--- src/rtl/muldiv_pkg.sv ---
// Shared types and constants for the HI/LO multiply/divide sequencer.
package muldiv_pkg;

    typedef enum logic [2:0] {
        OP_MULT  = 3'd0,
        OP_MULTU = 3'd1,
        OP_DIV   = 3'd2,
        OP_DIVU  = 3'd3,
        OP_MTHI  = 3'd4,
        OP_MTLO  = 3'd5
    } muldiv_op_t;

    typedef enum logic [1:0] {
        IDLE  = 2'd0,
        MUL   = 2'd1,
        DIV   = 2'd2,
        WRITE = 2'd3
    } muldiv_state_t;

    localparam logic [31:0] DIV0_QUOTIENT = 32'hFFFF_FFFF;

endpackage

--- src/rtl/muldiv_hilo_sequencer_if.sv ---
// Execute-stage command / HI-LO write-port bundle for the muldiv sequencer.
interface muldiv_hilo_sequencer_if
    import muldiv_pkg::*;
#(
    parameter int WIDTH = 32
);
    logic             start;
    muldiv_op_t       op;
    logic [WIDTH-1:0] operand_a;
    logic [WIDTH-1:0] operand_b;
    logic             read_hilo_request;
    logic             busy;
    logic             stall;
    logic             HI_write_enable;
    logic             LO_write_enable;
    logic [WIDTH-1:0] HI_write_data;
    logic [WIDTH-1:0] LO_write_data;

    modport master (
        output start, op, operand_a, operand_b, read_hilo_request,
        input  busy, stall, HI_write_enable, LO_write_enable, HI_write_data, LO_write_data
    );

    modport slave (
        input  start, op, operand_a, operand_b, read_hilo_request,
        output busy, stall, HI_write_enable, LO_write_enable, HI_write_data, LO_write_data
    );
endinterface

--- src/rtl/muldiv_iter_step.sv ---
// One combinational iteration: shift-add multiply step or restoring-divide step.
module muldiv_iter_step #(
    parameter int WIDTH = 32
) (
    input  logic               is_div_i,
    input  logic [2*WIDTH-1:0] acc_i,
    input  logic [2*WIDTH-1:0] addend_i,
    input  logic [WIDTH-1:0]   bits_i,
    output logic [2*WIDTH-1:0] acc_o,
    output logic [2*WIDTH-1:0] addend_o,
    output logic [WIDTH-1:0]   bits_o
);
    logic [WIDTH:0] shifted;
    logic [WIDTH:0] diff;

    // Divide: acc low half is the partial remainder, bits holds dividend/quotient.
    // Since remainder < divisor, diff[WIDTH] is a reliable borrow flag.
    always_comb begin
        shifted = {acc_i[WIDTH-1:0], bits_i[WIDTH-1]};
        diff    = shifted - {1'b0, addend_i[WIDTH-1:0]};
        if (is_div_i) begin
            addend_o = addend_i;
            if (!diff[WIDTH]) begin
                acc_o  = {{WIDTH{1'b0}}, diff[WIDTH-1:0]};
                bits_o = {bits_i[WIDTH-2:0], 1'b1};
            end else begin
                acc_o  = {{WIDTH{1'b0}}, shifted[WIDTH-1:0]};
                bits_o = {bits_i[WIDTH-2:0], 1'b0};
            end
        end else begin
            acc_o    = bits_i[0] ? (acc_i + addend_i) : acc_i;
            addend_o = addend_i << 1;
            bits_o   = bits_i >> 1;
        end
    end
endmodule

--- src/rtl/muldiv_hilo_sequencer.sv ---
// Iterative MULT/DIV sequencer owning the HI/LO write port; stalls stale HI/LO readers.
// Optional MULDIV_EARLY_TERM_EN: finish a multiply as soon as the remaining multiplier is zero.
module muldiv_hilo_sequencer
    import muldiv_pkg::*;
#(
    parameter int WIDTH          = 32,
    parameter int BITS_PER_CYCLE = 1
) (
    input  logic                   clk,
    input  logic                   reset,
    muldiv_hilo_sequencer_if.slave hilo_bus
);
    localparam int N     = WIDTH / BITS_PER_CYCLE;
    localparam int CNT_W = $clog2(N + 1);
    localparam int W2    = 2 * WIDTH;

    muldiv_state_t    state_q, state_d;
    logic [CNT_W-1:0] cnt_q, cnt_d;
    logic [W2-1:0]    acc_q, acc_d, addend_q, addend_d;
    logic [WIDTH-1:0] bits_q, bits_d;
    logic             quo_neg_q, quo_neg_d, rem_neg_q, rem_neg_d, div0_q, div0_d;
    logic             hi_we_q, hi_we_d, lo_we_q, lo_we_d;
    logic [WIDTH-1:0] hi_data_q, hi_data_d, lo_data_q, lo_data_d;
    logic             op_signed, last_iter, busy;
    logic [W2-1:0]    product;

    logic [W2-1:0]    acc_chain    [BITS_PER_CYCLE+1];
    logic [W2-1:0]    addend_chain [BITS_PER_CYCLE+1];
    logic [WIDTH-1:0] bits_chain   [BITS_PER_CYCLE+1];

    function automatic logic [WIDTH-1:0] magnitude(input logic [WIDTH-1:0] x, input logic is_signed);
        return (is_signed && x[WIDTH-1]) ? -x : x;
    endfunction

    function automatic logic [WIDTH-1:0] negate_if(input logic [WIDTH-1:0] x, input logic neg);
        return neg ? -x : x;
    endfunction

    function automatic logic [W2-1:0] negate_wide_if(input logic [W2-1:0] x, input logic neg);
        return neg ? -x : x;
    endfunction

    assign acc_chain[0]    = acc_q;
    assign addend_chain[0] = addend_q;
    assign bits_chain[0]   = bits_q;

    for (genvar g = 0; g < BITS_PER_CYCLE; g++) begin : g_step
        muldiv_iter_step #(.WIDTH(WIDTH)) u_step (
            .is_div_i (state_q == DIV),
            .acc_i    (acc_chain[g]),
            .addend_i (addend_chain[g]),
            .bits_i   (bits_chain[g]),
            .acc_o    (acc_chain[g+1]),
            .addend_o (addend_chain[g+1]),
            .bits_o   (bits_chain[g+1])
        );
    end

    always_comb begin
        state_d   = state_q;
        cnt_d     = cnt_q;
        acc_d     = acc_q;
        addend_d  = addend_q;
        bits_d    = bits_q;
        quo_neg_d = quo_neg_q;
        rem_neg_d = rem_neg_q;
        div0_d    = div0_q;
        hi_we_d   = 1'b0;
        lo_we_d   = 1'b0;
        hi_data_d = hi_data_q;
        lo_data_d = lo_data_q;
        op_signed = (hilo_bus.op == OP_MULT) || (hilo_bus.op == OP_DIV);
        product   = negate_wide_if(acc_chain[BITS_PER_CYCLE], quo_neg_q);
`ifdef MULDIV_EARLY_TERM_EN
        last_iter = (cnt_q == CNT_W'(1)) ||
                    ((state_q == MUL) && (bits_chain[BITS_PER_CYCLE] == '0));
`else
        last_iter = (cnt_q == CNT_W'(1));
`endif

        unique case (state_q)
            IDLE: begin
                if (hilo_bus.start) begin
                    case (hilo_bus.op)
                        OP_MULT, OP_MULTU: begin
                            acc_d     = '0;
                            addend_d  = {{WIDTH{1'b0}}, magnitude(hilo_bus.operand_a, op_signed)};
                            bits_d    = magnitude(hilo_bus.operand_b, op_signed);
                            quo_neg_d = op_signed & (hilo_bus.operand_a[WIDTH-1] ^ hilo_bus.operand_b[WIDTH-1]);
                            cnt_d     = CNT_W'(N);
                            state_d   = MUL;
                        end
                        OP_DIV, OP_DIVU: begin
                            acc_d     = '0;
                            addend_d  = {{WIDTH{1'b0}}, magnitude(hilo_bus.operand_b, op_signed)};
                            bits_d    = magnitude(hilo_bus.operand_a, op_signed);
                            quo_neg_d = op_signed & (hilo_bus.operand_a[WIDTH-1] ^ hilo_bus.operand_b[WIDTH-1]);
                            rem_neg_d = op_signed & hilo_bus.operand_a[WIDTH-1];
                            div0_d    = (hilo_bus.operand_b == '0);
                            cnt_d     = CNT_W'(N);
                            state_d   = DIV;
                        end
                        OP_MTHI: begin
                            hi_we_d   = 1'b1;
                            hi_data_d = hilo_bus.operand_a;
                        end
                        OP_MTLO: begin
                            lo_we_d   = 1'b1;
                            lo_data_d = hilo_bus.operand_a;
                        end
                        default: ;
                    endcase
                end
            end
            MUL, DIV: begin
                acc_d    = acc_chain[BITS_PER_CYCLE];
                addend_d = addend_chain[BITS_PER_CYCLE];
                bits_d   = bits_chain[BITS_PER_CYCLE];
                cnt_d    = cnt_q - CNT_W'(1);
                // Sign fix-up happens as the final result is captured, so WRITE only strobes.
                if (last_iter) begin
                    state_d = WRITE;
                    hi_we_d = 1'b1;
                    lo_we_d = 1'b1;
                    if (state_q == MUL) begin
                        {hi_data_d, lo_data_d} = product;
                    end else begin
                        hi_data_d = negate_if(acc_chain[BITS_PER_CYCLE][WIDTH-1:0], rem_neg_q);
                        lo_data_d = div0_q ? WIDTH'(DIV0_QUOTIENT)
                                           : negate_if(bits_chain[BITS_PER_CYCLE], quo_neg_q);
                    end
                end
            end
            WRITE:   state_d = IDLE;
            default: state_d = IDLE;
        endcase
    end

    always_ff @(posedge clk or posedge reset) begin
        if (reset) begin
            state_q   <= IDLE;
            cnt_q     <= '0;
            quo_neg_q <= 1'b0;
            rem_neg_q <= 1'b0;
            div0_q    <= 1'b0;
            hi_we_q   <= 1'b0;
            lo_we_q   <= 1'b0;
            hi_data_q <= '0;
            lo_data_q <= '0;
        end else begin
            state_q   <= state_d;
            cnt_q     <= cnt_d;
            quo_neg_q <= quo_neg_d;
            rem_neg_q <= rem_neg_d;
            div0_q    <= div0_d;
            hi_we_q   <= hi_we_d;
            lo_we_q   <= lo_we_d;
            hi_data_q <= hi_data_d;
            lo_data_q <= lo_data_d;
        end
    end

    // Iteration datapath is always reloaded on command accept, so it needs no reset.
    always_ff @(posedge clk) begin
        acc_q    <= acc_d;
        addend_q <= addend_d;
        bits_q   <= bits_d;
    end

    assign busy                     = (state_q != IDLE);
    assign hilo_bus.busy            = busy;
    assign hilo_bus.stall           = busy & (hilo_bus.start | hilo_bus.read_hilo_request);
    assign hilo_bus.HI_write_enable = hi_we_q;
    assign hilo_bus.LO_write_enable = lo_we_q;
    assign hilo_bus.HI_write_data   = hi_data_q;
    assign hilo_bus.LO_write_data   = lo_data_q;
endmodule

--- src/flat_wrapper.sv ---
// flat-port wrapper written by rule: the top's interface ports become plain ports
module muldiv_hilo_sequencer_flat import muldiv_pkg::*;
#(
    parameter int WIDTH          = 32,
    parameter int BITS_PER_CYCLE = 1
)
  (clk, reset, hilo_bus_start, hilo_bus_op, hilo_bus_operand_a, hilo_bus_operand_b, hilo_bus_read_hilo_request, hilo_bus_busy, hilo_bus_stall, hilo_bus_HI_write_enable, hilo_bus_LO_write_enable, hilo_bus_HI_write_data, hilo_bus_LO_write_data);
  muldiv_hilo_sequencer_if #(.WIDTH(WIDTH)) hilo_bus_i ();
  input  logic clk;
  input  logic reset;
  input wire logic [$bits(hilo_bus_i.start)-1:0] hilo_bus_start;
  input wire logic [$bits(hilo_bus_i.op)-1:0] hilo_bus_op;
  input wire logic [$bits(hilo_bus_i.operand_a)-1:0] hilo_bus_operand_a;
  input wire logic [$bits(hilo_bus_i.operand_b)-1:0] hilo_bus_operand_b;
  input wire logic [$bits(hilo_bus_i.read_hilo_request)-1:0] hilo_bus_read_hilo_request;
  output wire logic [$bits(hilo_bus_i.busy)-1:0] hilo_bus_busy;
  output wire logic [$bits(hilo_bus_i.stall)-1:0] hilo_bus_stall;
  output wire logic [$bits(hilo_bus_i.HI_write_enable)-1:0] hilo_bus_HI_write_enable;
  output wire logic [$bits(hilo_bus_i.LO_write_enable)-1:0] hilo_bus_LO_write_enable;
  output wire logic [$bits(hilo_bus_i.HI_write_data)-1:0] hilo_bus_HI_write_data;
  output wire logic [$bits(hilo_bus_i.LO_write_data)-1:0] hilo_bus_LO_write_data;
  assign hilo_bus_i.start = hilo_bus_start;
  assign hilo_bus_i.op = hilo_bus_op;
  assign hilo_bus_i.operand_a = hilo_bus_operand_a;
  assign hilo_bus_i.operand_b = hilo_bus_operand_b;
  assign hilo_bus_i.read_hilo_request = hilo_bus_read_hilo_request;
  assign hilo_bus_busy = hilo_bus_i.busy;
  assign hilo_bus_stall = hilo_bus_i.stall;
  assign hilo_bus_HI_write_enable = hilo_bus_i.HI_write_enable;
  assign hilo_bus_LO_write_enable = hilo_bus_i.LO_write_enable;
  assign hilo_bus_HI_write_data = hilo_bus_i.HI_write_data;
  assign hilo_bus_LO_write_data = hilo_bus_i.LO_write_data;
  muldiv_hilo_sequencer #(.WIDTH(WIDTH), .BITS_PER_CYCLE(BITS_PER_CYCLE)) u_core (.clk(clk), .reset(reset), .hilo_bus(hilo_bus_i));
endmodule
--- config.mk ---
export PLATFORM = sky130hd
export DESIGN_NAME = muldiv_hilo_sequencer_flat
export DESIGN_NICKNAME = d
export VERILOG_FILES = /design/src/rtl/muldiv_pkg.sv /design/src/rtl/muldiv_hilo_sequencer_if.sv /design/src/rtl/muldiv_iter_step.sv /design/src/rtl/muldiv_hilo_sequencer.sv /design/src/flat_wrapper.sv
export SDC_FILE = /design/constraint.sdc
export NUM_CORES = 1
export LEC_CHECK = 0
export BUFFER_PORTS_ARGS = -buffer_cell sky130_fd_sc_hd__buf_2
export CAP_MARGIN = 20
export CORE_MARGIN = 4
export CORE_UTILIZATION = 50
export CTS_BUF_LIST = sky130_fd_sc_hd__clkbuf_4 sky130_fd_sc_hd__clkbuf_8
export DETAILED_ROUTE_END_ITERATION = 12
export PLACE_DENSITY = 0.72
export SLEW_MARGIN = 20
export SYNTH_ARGS = -nofsm -noshare
export SYNTH_HDL_FRONTEND = slang
export SYNTH_SLANG_ARGS = --single-unit
--- constraint.sdc ---
create_clock -name clk -period 7.3 [get_ports clk]
set_clock_uncertainty 0.15 [all_clocks]
set_input_delay 0 -clock clk [delete_from_list [all_inputs] [get_ports clk]]
set_output_delay 0 -clock clk [all_outputs]
set_load 0.01 [all_outputs]
# == Yosys cells after proc, flatten, opt, wreduce, memory -nomap -nowiden ==
# Index checks and enable logic that the tools add are counted.
# totals
register_bits,237
# op_classes
n_addsub,8
eq_ne,16
n_mux,45
bitwise,5
n_reduce_logical,20
# op_table
cell,n
$mux W32,16
$mux W64,7
$pmux W64 S2,3
$pmux W32 S2,4
$neg A32 Y32,4
$add A64 B64 Y64,1
$neg A64 Y64,1
$sub A33 B32 Y33,1
$logic_not A32 Y1,1
$reduce_and A3 Y1,5
$mux W6,2
$pmux W6 S2,1
$reduce_and A4 Y1,3
$ne A2 B2 Y1 const B,5
$eq A3 B2 Y1 const B,2
$eq A3 B3 Y1 const B,2
$eq A6 B1 Y1 const B,1
$mux W1,6
$pmux W2 S3,1
$reduce_or A2 Y1,3
$sub A6 B1 Y6 const B,1
$eq A2 B2 Y1 const B,2
$mux W2,2
$pmux W1 S2,2
14 further kinds,18

# == Depth between registers and ports, before layout ==
# Gate-level depths: netlist of the first run.
# logic_depth
depth_word,9
mapped_depth,23
mapped_depth_nobuf,21

# == Hierarchy ==
# A second synthesis of the first run with hierarchy kept.
# unflattened
cells_unflattened,3030
area_unflattened_um2,24006.8
# by_module_without_submodules
module,instances,cells_each,area_each_um2
muldiv_hilo_sequencer,1,1757,15716.3
muldiv_iter_step,1,1273,8290.5

# == Worst setup path after synthesis of the first run ==
# Ideal clock, no wire load.
# synth_path
kind,reg-to-reg
from,register u_core.state_q[0]
to,"register u_core.addend_q[0], enable pin"
setup_time_ns,0.507
arrival_time_ns,5.974
required_time_ns,6.643
setup_slack_ns,0.669
path_stages_with_launch,13
n_path_buf,9
path_cell_list,dfrtp_1 > inv_1 > ha_1 > clkbuf_1 > buf_1 > buf_1 > buf_1 > clkbuf_1 > clkbuf_1 > buf_1 > buf_2 > buf_2 > a21oi_1
# synth_via
elab_chain_len,4
# synth_rtl
item,line,source
start: declaration,muldiv_hilo_sequencer.sv:17,"muldiv_state_t state_q, state_d;"
start signal: assignment,muldiv_hilo_sequencer.sv:151,state_q <= state_d;
$eq A2 B2 Y1 / $eq A2 B1 Y1 (equally long branches),"muldiv_hilo_sequencer.sv:49, muldiv_hilo_sequencer.sv:81",
$reduce_or A2 Y1,muldiv_hilo_sequencer.sv:81,unique case (state_q)
$ne A2 B2 Y1 (no source line) / $reduce_bool A2 Y1 (equally long branches),n/a,
$reduce_and A4 Y1 (no source line) (*),n/a,
end signal: assignment,muldiv_hilo_sequencer.sv:166,addend_q <= addend_d;
end: declaration,muldiv_hilo_sequencer.sv:19,"logic [W2-1:0] acc_q, acc_d, addend_q, addend_d;"
# Mark *: on every way between the ends. The rest lies on a longest branch, timed or not.
# A chain may end at the register's enable or synchronous reset.

# == Worst setup path in the final report of the first run ==
# layout_path
from,register u_core.bits_q[31]
to,"register u_core.hi_data_q[22], in the netlist u_core.hilo_bus.HI_write_data[22]"
# layout_via
elab_chain_len,8
# layout_rtl
item,line,source
start: declaration,muldiv_hilo_sequencer.sv:20,"logic [WIDTH-1:0] bits_q, bits_d;"
start signal: assignment,muldiv_hilo_sequencer.sv:167,bits_q <= bits_d;
$sub A33 B32 Y33,muldiv_iter_step.sv:20,"diff = shifted - {1'b0, addend_i[WIDTH-1:0]};"
$mux W32 (*),muldiv_iter_step.sv:23,if (!diff[WIDTH]) begin
$mux W64 (*),muldiv_iter_step.sv:21,if (is_div_i) begin
$neg A64 Y64 / $neg A32 Y32 (equally long branches),"muldiv_hilo_sequencer.sv:40, muldiv_hilo_sequencer.sv:36",
$mux W64 / $mux W32 (equally long branches),"muldiv_hilo_sequencer.sv:40, muldiv_hilo_sequencer.sv:36",
$mux W32 (*),muldiv_hilo_sequencer.sv:125,if (state_q == MUL) begin
$mux W32 (*),muldiv_hilo_sequencer.sv:121,if (last_iter) begin
$pmux W32 S2 (*),muldiv_hilo_sequencer.sv:81,
end signal: assignment,muldiv_hilo_sequencer.sv:158,hi_data_q <= hi_data_d;
end: declaration,muldiv_hilo_sequencer.sv:23,"logic [WIDTH-1:0] hi_data_q, hi_data_d, lo_data_q, lo_data_d;"
# Mark *: on every way between the ends. The rest lies on a longest branch, timed or not. The select of a mux whose other input is x is not followed.

==> impl_table.tex, run 1 <==
\begin{tabular}{lr}
\hline
Metric & Value \\
\hline
\multicolumn{2}{l}{\textbf{Outcome}} \\
Outcome & complete, but fails checks \\
Failing checks & negative hold slack \\
\multicolumn{2}{l}{\textbf{Worst setup path}} \\
Crit path largest cell delay & 810 ps \\
CP Data Required Time & 7710 ps \\
Startpoint Class & flop \\
Crit Reg-Reg Endpoint & u\_core.hilo\_bus.HI\_write\_data[22] \\
Path type of the worst setup path & flop to flop \\
Cell family with most CP delay & compound AO/OA/AOI/OAI gates \\
Number of buffer and inverter instances along the worst setup path & 1 \\
Register-to-Register Setup Slack & 380 ps \\
Crit path max-delay cell type & sky130\_fd\_sc\_hd\_\_xnor2\_2 \\
Largest fanout on the critical path & 14 \\
Series of cell instances along the critical path & inv\_1 > ha\_1 > fa\_1 > nand2b\_1 > a21oi\_2 > o21ai\_2 > o41ai\_4 > a21oi\_4 > xnor2\_2 > mux2i\_1 > or2\_2 > ha\_1 > o311ai\_0 > a21oi\_1 > nand4\_1 > nor4\_1 > nand4\_1 > nor4\_1 > mux2\_2 > o221ai\_1 \\
Path depth of the worst reg2reg path & 20 \\
Critical Path End Type & flop \\
Launch point of the worst reg-to-reg path & u\_core.bits\_q[31] \\
Arrival time reported for the critical path endpoint & 7320 ps \\
\multicolumn{2}{l}{\textbf{Yosys}} \\
Flip-flop cell with the highest count after synthesis & sky130\_fd\_sc\_hd\_\_edfxtp\_1 \\
Cell Area, Synth & 23700 µm² \\
Synth unique cells & 100 \\
Post-synthesis sequential area ratio & 0.285 \\
Top cell type's share of synthesized area & 0.203 \\
FF+latch count, synth & 237 \\
Async SR Flop Fraction & 0.325 \\
Post-synth net total & 3218 \\
Post-synth EDFFs & 160 \\
Average footprint of a synthesized cell & 7.78 µm² \\
Total number of yosys warnings & 0 \\
Cell accounting for the most synthesized area & sky130\_fd\_sc\_hd\_\_edfxtp\_1 \\
Mapped Cells & 3039 \\
Cell types occupying the most area after synthesis & sky130\_fd\_sc\_hd\_\_edfxtp\_1 (20\%), sky130\_fd\_sc\_hd\_\_dfrtp\_1 (8.1\%), sky130\_fd\_sc\_hd\_\_a21oi\_1 (6.0\%) \\
\multicolumn{2}{l}{\textbf{Timing}} \\
Headroom to the max-slew limit & 0.198 \\
Transition time at the pin with the least slew margin & 1190 ps \\
Peak clock frequency supported by timing & 0.145 GHz \\
Period Utilization, post-route & 0.947 \\
Final number of max-transition violations & 0 \\
Count of endpoints failing setup in the final report & 0 \\
Worst Hold Slack & -43.7 ps \\
Unrepaired setup endpoints after global routing & false \\
Number of failing hold endpoints at the final stage & 72 \\
Aggregate negative setup slack & 0 ps \\
Post-route minimum period & 6920 ps \\
\multicolumn{2}{l}{\textbf{CTS}} \\
Num CTS Buffers & 47 \\
Number of H-tree levels & 2 \\
TritonCTS clock tree & built \\
CTS sink cnt & 237 \\
Largest buffer count on any clock path & 3 \\
Clock transition at the register clock pins on the worst setup and hold paths after CTS & 70 ps \\
Clock Tree Root & sky130\_fd\_sc\_hd\_\_clkbuf\_8 \\
Clock latency of the later-clocked register in the worst-skew pair & 660 ps \\
\multicolumn{2}{l}{\textbf{Finish}} \\
Cell area after layout & 26700 µm² \\
Most common library cell in the layout ignoring fill and taps & sky130\_fd\_sc\_hd\_\_nand2\_1 \\
Signed area change from the synthesized netlist to the final layout & 12.9\% \\
Fraction of final layout cells sized beyond drive strength 1 & 0.109 \\
Count of nets after finishing & 3361 \\
Most used cells in the layout excluding fill and tap cells & sky130\_fd\_sc\_hd\_\_nand2\_1 (367), sky130\_fd\_sc\_hd\_\_nor2\_1 (297), sky130\_fd\_sc\_hd\_\_a21oi\_1 (280) \\
\multicolumn{2}{l}{\textbf{Global routing}} \\
Number of global-route vias before repair & 24300 \\
First-pass GRT wire length & 154000 µm \\
Number of antenna violations at the first check in global routing & 0 \\
Largest net degree at the start of global routing & 94 \\
Global route total overflow & 0 \\
Total global-route track usage & 0.396 \\
\multicolumn{2}{l}{\textbf{Floorplan}} \\
\# IOs & 139 \\
Core Footprint & 46700 µm² \\
Horiz. Die Dim & 226 µm \\
Starting utilization of the core area & 0.507 \\
Die area & 50900 µm² \\
Number of placement rows & 79 \\
Height of the die & 226 µm \\
\multicolumn{2}{l}{\textbf{Place}} \\
Last weighted congestion value of the routability-driven placer & 1.01 \\
Cell area reported after detailed placement & 24800 µm² \\
Half-perimeter wire length after detailed placement & 79300 µm \\
I/O Buffers & 138 \\
\multicolumn{2}{l}{\textbf{Detailed routing}} \\
Number of iterations in the first detailed-routing pass & 6 \\
DRC marker count from the first detailed-route iteration & 3473 \\
Detail Route Antenna Nets & 0 \\
Via density per instance & 6.80 \\
Count of vias placed by the detailed router & 26000 \\
Per-cell routed wire length & 27.3 µm \\
DRT Wirelength & 104000 µm \\
Number of design rule violations left after detail routing & 0 \\
\multicolumn{2}{l}{\textbf{Hold path}} \\
Hold WC Path Type & input pin to async pin \\
\multicolumn{2}{l}{\textbf{Flow run}} \\
Count of max-cap constraint violations & 0 \\
\hline
\end{tabular}
## registers in the layout (all words and copies together) (netlist names)
signal                           count
u_core.addend_q                     64
u_core.hilo_bus.LO_write_data       32
u_core.div0_q                        1
u_core.rem_neg_q                     1
u_core.cnt_q                         6
u_core.hilo_bus.HI_write_data       32
u_core.hilo_bus.LO_write_enable      1
u_core.hilo_bus.HI_write_enable      1
u_core.bits_q                       32
u_core.state_q                       2
u_core.acc_q                        64
u_core.quo_neg_q                     1
## stage by stage
stage | worst slack (ps) | std cells | util
floorplan | 669 | 3039 | -
global placement | 763 | 3649 | 0.532
detailed placement | 587 | 3650 | 0.532
CTS | 545 | 3827 | 0.572
global route | 127 | 3827 | 0.572
finish | 385 | 3828 | 0.572
## worst register-to-register path, cell delays in order (launching register included)
cell and delay (ps):
sky130_fd_sc_hd__edfxtp_1 380, sky130_fd_sc_hd__inv_1 80, sky130_fd_sc_hd__ha_1 220, sky130_fd_sc_hd__fa_1 430
sky130_fd_sc_hd__nand2b_1 200, sky130_fd_sc_hd__a21oi_2 220, sky130_fd_sc_hd__o21ai_2 160, sky130_fd_sc_hd__o41ai_4 660
sky130_fd_sc_hd__a21oi_4 290, sky130_fd_sc_hd__xnor2_2 810, sky130_fd_sc_hd__mux2i_1 310, sky130_fd_sc_hd__or2_2 190
sky130_fd_sc_hd__ha_1 190, sky130_fd_sc_hd__o311ai_0 210, sky130_fd_sc_hd__a21oi_1 410, sky130_fd_sc_hd__nand4_1 190
sky130_fd_sc_hd__nor4_1 570, sky130_fd_sc_hd__nand4_1 240, sky130_fd_sc_hd__nor4_1 350, sky130_fd_sc_hd__mux2_2 370
sky130_fd_sc_hd__o221ai_1 170
## per-layer routing
metal / global-route usage / wire [µm] / vias to the layer above
li1: - / - / 11600
met1: 0.530 / 40900 / 12500
met2: 0.607 / 45500 / 1643
met3: 0.0819 / 11400 / 327
met4: 0.205 / 6570 / 0
met5: 0 / 0 / -
## cell type report
| type | instances | area, µm² |
|---|---|---|
| tap | 607 | 759 |
| clock inverter | 15 | 108 |
| antenna | 1 | 2.50 |
| multi-input combinational | 2525 | 15900 |
| clock buffer | 72 | 866 |
| fill | 4337 | 20000 |
| sequential | 237 | 6730 |
| timing repair buffer | 278 | 1970 |
| inverter | 93 | 353 |
## cell usage after synthesis, types with 10 or more instances
cell                       number
sky130_fd_sc_hd__a211o_1       14
sky130_fd_sc_hd__a211oi_1      33
sky130_fd_sc_hd__a21o_1        37
sky130_fd_sc_hd__a21oi_1      282
sky130_fd_sc_hd__a221oi_1      34
sky130_fd_sc_hd__a311oi_1      10
sky130_fd_sc_hd__a31oi_1       38
sky130_fd_sc_hd__and2_1        74
sky130_fd_sc_hd__and3_1        34
sky130_fd_sc_hd__buf_1         21
sky130_fd_sc_hd__buf_2         12
sky130_fd_sc_hd__clkbuf_1     146
sky130_fd_sc_hd__dfrtp_1       77
sky130_fd_sc_hd__edfxtp_1     160
sky130_fd_sc_hd__ha_1         106
sky130_fd_sc_hd__inv_1         91
sky130_fd_sc_hd__mux2i_1       56
sky130_fd_sc_hd__nand2_1      367
sky130_fd_sc_hd__nand2b_1      27
sky130_fd_sc_hd__nand3_1       55
sky130_fd_sc_hd__nand4_1       58
sky130_fd_sc_hd__nor2_1       298
sky130_fd_sc_hd__nor2b_1       24
sky130_fd_sc_hd__nor3_1        75
sky130_fd_sc_hd__nor4_1        30
sky130_fd_sc_hd__o211ai_1      42
sky130_fd_sc_hd__o21a_1        20
sky130_fd_sc_hd__o21ai_0      243
sky130_fd_sc_hd__o21ai_1       14
sky130_fd_sc_hd__o221ai_1      17
sky130_fd_sc_hd__o22ai_1       16
sky130_fd_sc_hd__o31ai_1       38
sky130_fd_sc_hd__o41ai_1       12
sky130_fd_sc_hd__or2_2         20
sky130_fd_sc_hd__or3_1         36
sky130_fd_sc_hd__or4_1         13
sky130_fd_sc_hd__xnor2_1      136
sky130_fd_sc_hd__xor2_1        83
## cell families (layout without fill, tap and decap cells)
| logic type | after synthesis | after routing | share of synthesized area |
|---|---|---|---|
| adder cells (fa/ha/maj) | 108 | 108 | 0.0578 |
| AO/OA/AOI/OAI | 979 | 979 | 0.268 |
| other | 0 | 1 | 0 |
| multiplexers | 65 | 65 | 0.0280 |
| AND/OR/NAND/NOR | 1152 | 1152 | 0.233 |
| XOR/XNOR | 221 | 221 | 0.0829 |
| flip-flops | 237 | 237 | 0.285 |
| buffers and inverters | 277 | 458 | 0.0459 |
## how the worst max path moves through the flow
| stage | from | depth (start not counted) | to |
|---|---|---|---|
| floorplan | u_core.state_q[0] | 12 | u_core.addend_q[0] |
| global placement | u_core.addend_q[0] | 19 | u_core.hilo_bus.HI_write_data[22] |
| detailed placement | u_core.bits_q[31] | 17 | u_core.hilo_bus.HI_write_data[26] |
| CTS | u_core.bits_q[31] | 17 | u_core.hilo_bus.HI_write_data[26] |
| global route | u_core.bits_q[31] | 20 | u_core.hilo_bus.HI_write_data[22] |
| finish | u_core.bits_q[31] | 20 | u_core.hilo_bus.HI_write_data[22] |
## repair_timing
action / CTS / global route
hold buffers: 90 / 0
gates resized for setup: 0 / 0
endpoints found under the hold margin: 201 / 0
setup buffers: 0 / 0
Power of run 1 is not shown: default switching activity piles up to over one toggle a cycle in this logic, so the estimate is an artifact.
==> run 2: changes to the inputs <==
--- a/config.mk
+++ b/config.mk
@@ -7,7 +7,7 @@
 export LEC_CHECK = 0
 export BUFFER_PORTS_ARGS = -buffer_cell sky130_fd_sc_hd__buf_2
 export CAP_MARGIN = 20
-export CORE_MARGIN = 4
+export CORE_MARGIN = 5
 export CORE_UTILIZATION = 50
 export CTS_BUF_LIST = sky130_fd_sc_hd__clkbuf_4 sky130_fd_sc_hd__clkbuf_8
 export DETAILED_ROUTE_END_ITERATION = 12
==> impl_table.tex, run 2 (same netlist as run 1, synthesis figures left out) <==
\begin{tabular}{lr}
\hline
Metric & Value \\
\hline
\multicolumn{2}{l}{\textbf{Outcome}} \\
Failing checks & negative hold slack (unchanged) \\
Outcome & complete, but fails checks (unchanged) \\
\multicolumn{2}{l}{\textbf{Global routing}} \\
Largest net degree at the start of global routing & 89 (was 94) \\
Number of global-route vias before repair & 23900 (was 24300) \\
First-pass GRT wire length & 153000 µm (was 154000 µm) \\
Number of antenna violations at the first check in global routing & 4 (was 0) \\
Global route total overflow & 0 (unchanged) \\
Total global-route track usage & 0.388 (was 0.396) \\
\multicolumn{2}{l}{\textbf{Detailed routing}} \\
DRT Wirelength & 104000 µm (about the same) \\
Via density per instance & 6.76 (was 6.80) \\
Count of vias placed by the detailed router & 25900 (was 26000) \\
DRC marker count from the first detailed-route iteration & 3497 (was 3473) \\
Number of iterations in the first detailed-routing pass & 7 (was 6) \\
Number of design rule violations left after detail routing & 0 (unchanged) \\
Per-cell routed wire length & 27.1 µm (was 27.3 µm) \\
Detail Route Antenna Nets & 0 (unchanged) \\
\multicolumn{2}{l}{\textbf{Worst setup path}} \\
Arrival time reported for the critical path endpoint & 6880 ps (was 7320 ps) \\
Critical Path End Type & flop (unchanged) \\
Startpoint Class & flop (unchanged) \\
Largest fanout on the critical path & 22 (was 14) \\
Path type of the worst setup path & flop to flop (unchanged) \\
CP Data Required Time & 7690 ps (was 7710 ps) \\
\multicolumn{2}{l}{\textbf{Place}} \\
Half-perimeter wire length after detailed placement & 78800 µm (was 79300 µm) \\
Last weighted congestion value of the routability-driven placer & 1.06 (was 1.01) \\
Cell area reported after detailed placement & 24800 µm² (about the same) \\
I/O Buffers & 138 (unchanged) \\
\multicolumn{2}{l}{\textbf{Timing}} \\
Count of endpoints failing setup in the final report & 0 (unchanged) \\
Period Utilization, post-route & 0.888 (was 0.947) \\
Unrepaired setup endpoints after global routing & false (unchanged) \\
Transition time at the pin with the least slew margin & 1260 ps (was 1190 ps) \\
Worst Hold Slack & -5.99 ps (was -43.7 ps) \\
Post-route minimum period & 6480 ps (was 6920 ps) \\
Peak clock frequency supported by timing & 0.154 GHz (was 0.145 GHz) \\
Number of failing hold endpoints at the final stage & 24 (was 72) \\
Final number of max-transition violations & 0 (unchanged) \\
Aggregate negative setup slack & 0 ps (unchanged) \\
Headroom to the max-slew limit & 0.150 (was 0.198) \\
\multicolumn{2}{l}{\textbf{Floorplan}} \\
Number of placement rows & 79 (unchanged) \\
\# IOs & 139 (unchanged) \\
Core Footprint & 46700 µm² (unchanged) \\
Starting utilization of the core area & 0.507 (unchanged) \\
Die area & 51800 µm² (was 50900 µm²) \\
Height of the die & 228 µm (was 226 µm) \\
Horiz. Die Dim & 228 µm (was 226 µm) \\
\multicolumn{2}{l}{\textbf{CTS}} \\
Number of gates given a new drive strength after cts & 0 (unchanged) \\
Number of H-tree levels & 2 (unchanged) \\
Clock Tree Root & sky130\_fd\_sc\_hd\_\_clkbuf\_8 (unchanged) \\
Clock transition at the register clock pins on the worst setup and hold paths after CTS & 60 ps (was 70 ps) \\
CTS sink cnt & 237 (unchanged) \\
Clock latency of the later-clocked register in the worst-skew pair & 650 ps (was 660 ps) \\
Largest buffer count on any clock path & 3 (unchanged) \\
TritonCTS clock tree & built (unchanged) \\
Num CTS Buffers & 47 (unchanged) \\
\multicolumn{2}{l}{\textbf{Finish}} \\
Most common library cell in the layout ignoring fill and taps & sky130\_fd\_sc\_hd\_\_nand2\_1 (unchanged) \\
Final design utilization & 0.573 (was 0.572) \\
Signed area change from the synthesized netlist to the final layout & 13.1\% (was 12.9\%) \\
Cell area after layout & 26800 µm² (was 26700 µm²) \\
Area occupied by multi-input gates & 15900 µm² (about the same) \\
Sequential cell area in the final layout & 6730 µm² (unchanged) \\
Registers with the highest flip-flop counts & u\_core.acc\_q x64, u\_core.addend\_q x64 (unchanged) \\
Count of nets after finishing & 3359 (was 3361) \\
Fraction of final layout cells sized beyond drive strength 1 & 0.109 (about the same) \\
Most used cells in the layout excluding fill and tap cells & sky130\_fd\_sc\_hd\_\_nand2\_1 (367), sky130\_fd\_sc\_hd\_\_nor2\_1 (297), sky130\_fd\_sc\_hd\_\_a21oi\_1 (280) (unchanged) \\
FILL cells & 4322 (was 4337) \\
\multicolumn{2}{l}{\textbf{Flow run}} \\
Count of max-cap constraint violations & 0 (unchanged) \\
\multicolumn{2}{l}{\textbf{Hold path}} \\
Hold WC Path Type & input pin to async pin (unchanged) \\
\hline
\end{tabular}
[run 2: cell types whose count changed in the layout (fill, tap and decap cells not counted), moves of 2 or more]
cell	before	now
sky130_fd_sc_hd__clkbuf_4	20	12
sky130_fd_sc_hd__clkinvlp_4	0	2
sky130_fd_sc_hd__dlygate4sd3_1	90	85
sky130_fd_sc_hd__buf_4	49	52
sky130_fd_sc_hd__inv_6	2	0
sky130_fd_sc_hd__bufinv_16	1	6
sky130_fd_sc_hd__clkinv_2	7	11
[run 2: worst max-delay path: stages, from the launching register on]
cell                       delay (ps)
sky130_fd_sc_hd__edfxtp_1         420
sky130_fd_sc_hd__ha_1             250
sky130_fd_sc_hd__fa_1             410
sky130_fd_sc_hd__nand2b_1         190
sky130_fd_sc_hd__a21oi_2          210
sky130_fd_sc_hd__o21ai_2          160
sky130_fd_sc_hd__o41ai_4          710
sky130_fd_sc_hd__a21oi_4          280
sky130_fd_sc_hd__xnor2_2          270
sky130_fd_sc_hd__buf_4            270
sky130_fd_sc_hd__or4_1            430
sky130_fd_sc_hd__a31o_1           290
sky130_fd_sc_hd__or4_1            670
sky130_fd_sc_hd__or2_1            560
sky130_fd_sc_hd__nor3_1           540
sky130_fd_sc_hd__a41oi_1          210
sky130_fd_sc_hd__xor2_1           180
sky130_fd_sc_hd__a22oi_1          200
[run 2: repair_timing]
action                    CTS  global route
hold endpoints to repair  202             0
setup buffers               0             0
hold buffers               85             0
[run 2: area by class of cell]
class                           count  share of cell area
Multi-Input combinational cell   2525               0.594
Sequential cell                   237               0.252
Timing Repair Buffer              276              0.0726
Clock buffer                       64              0.0301
Tap cell                          607              0.0284
Inverter                           93              0.0132
Clock inverter                     22             0.00973
Antenna cell                        1           0.0000935
[run 2: stage by stage]
step	setup slack, ps	hold WS, ps	std cells
global route	507	51.4	3824
global placement	980	111	3653
CTS	902	102	3824
detailed placement	891	108	3653
floorplan	669	-54.2	3039
finish	818	-5.99	3825
[run 2: per-layer routing]
| layer | vias to the layer above | track usage | wire (µm) |
|---|---|---|---|
| met5 | - | 0 | 0 |
| met4 | 0 | 0.194 | 6260 |
| met3 | 325 | 0.0694 | 10800 |
| met2 | 1655 | 0.589 | 45200 |
| met1 | 12300 | 0.534 | 41500 |
| li1 | 11500 | - | - |
[run 2: worst paths after layout]
check / start / to / slack, ps / cells past startpoint
max: u_core.addend_q[0] / u_core.hilo_bus.HI_write_data[27] / 820 / 17
min: reset / u_core.hilo_bus.HI_write_enable / -6 / 4
max reg2reg: u_core.addend_q[0] / u_core.hilo_bus.HI_write_data[27] / 820 / 17
min reg2reg: u_core.hilo_bus.LO_write_data[7] / u_core.hilo_bus.LO_write_data[7] / 340 / 2
max in group asynchronous: reset / u_core.quo_neg_q / 6480 / 4
min in group clk: hilo_bus_op[0] / u_core.hilo_bus.HI_write_enable / 140 / 4
Power of run 2 is left out for the same reason.
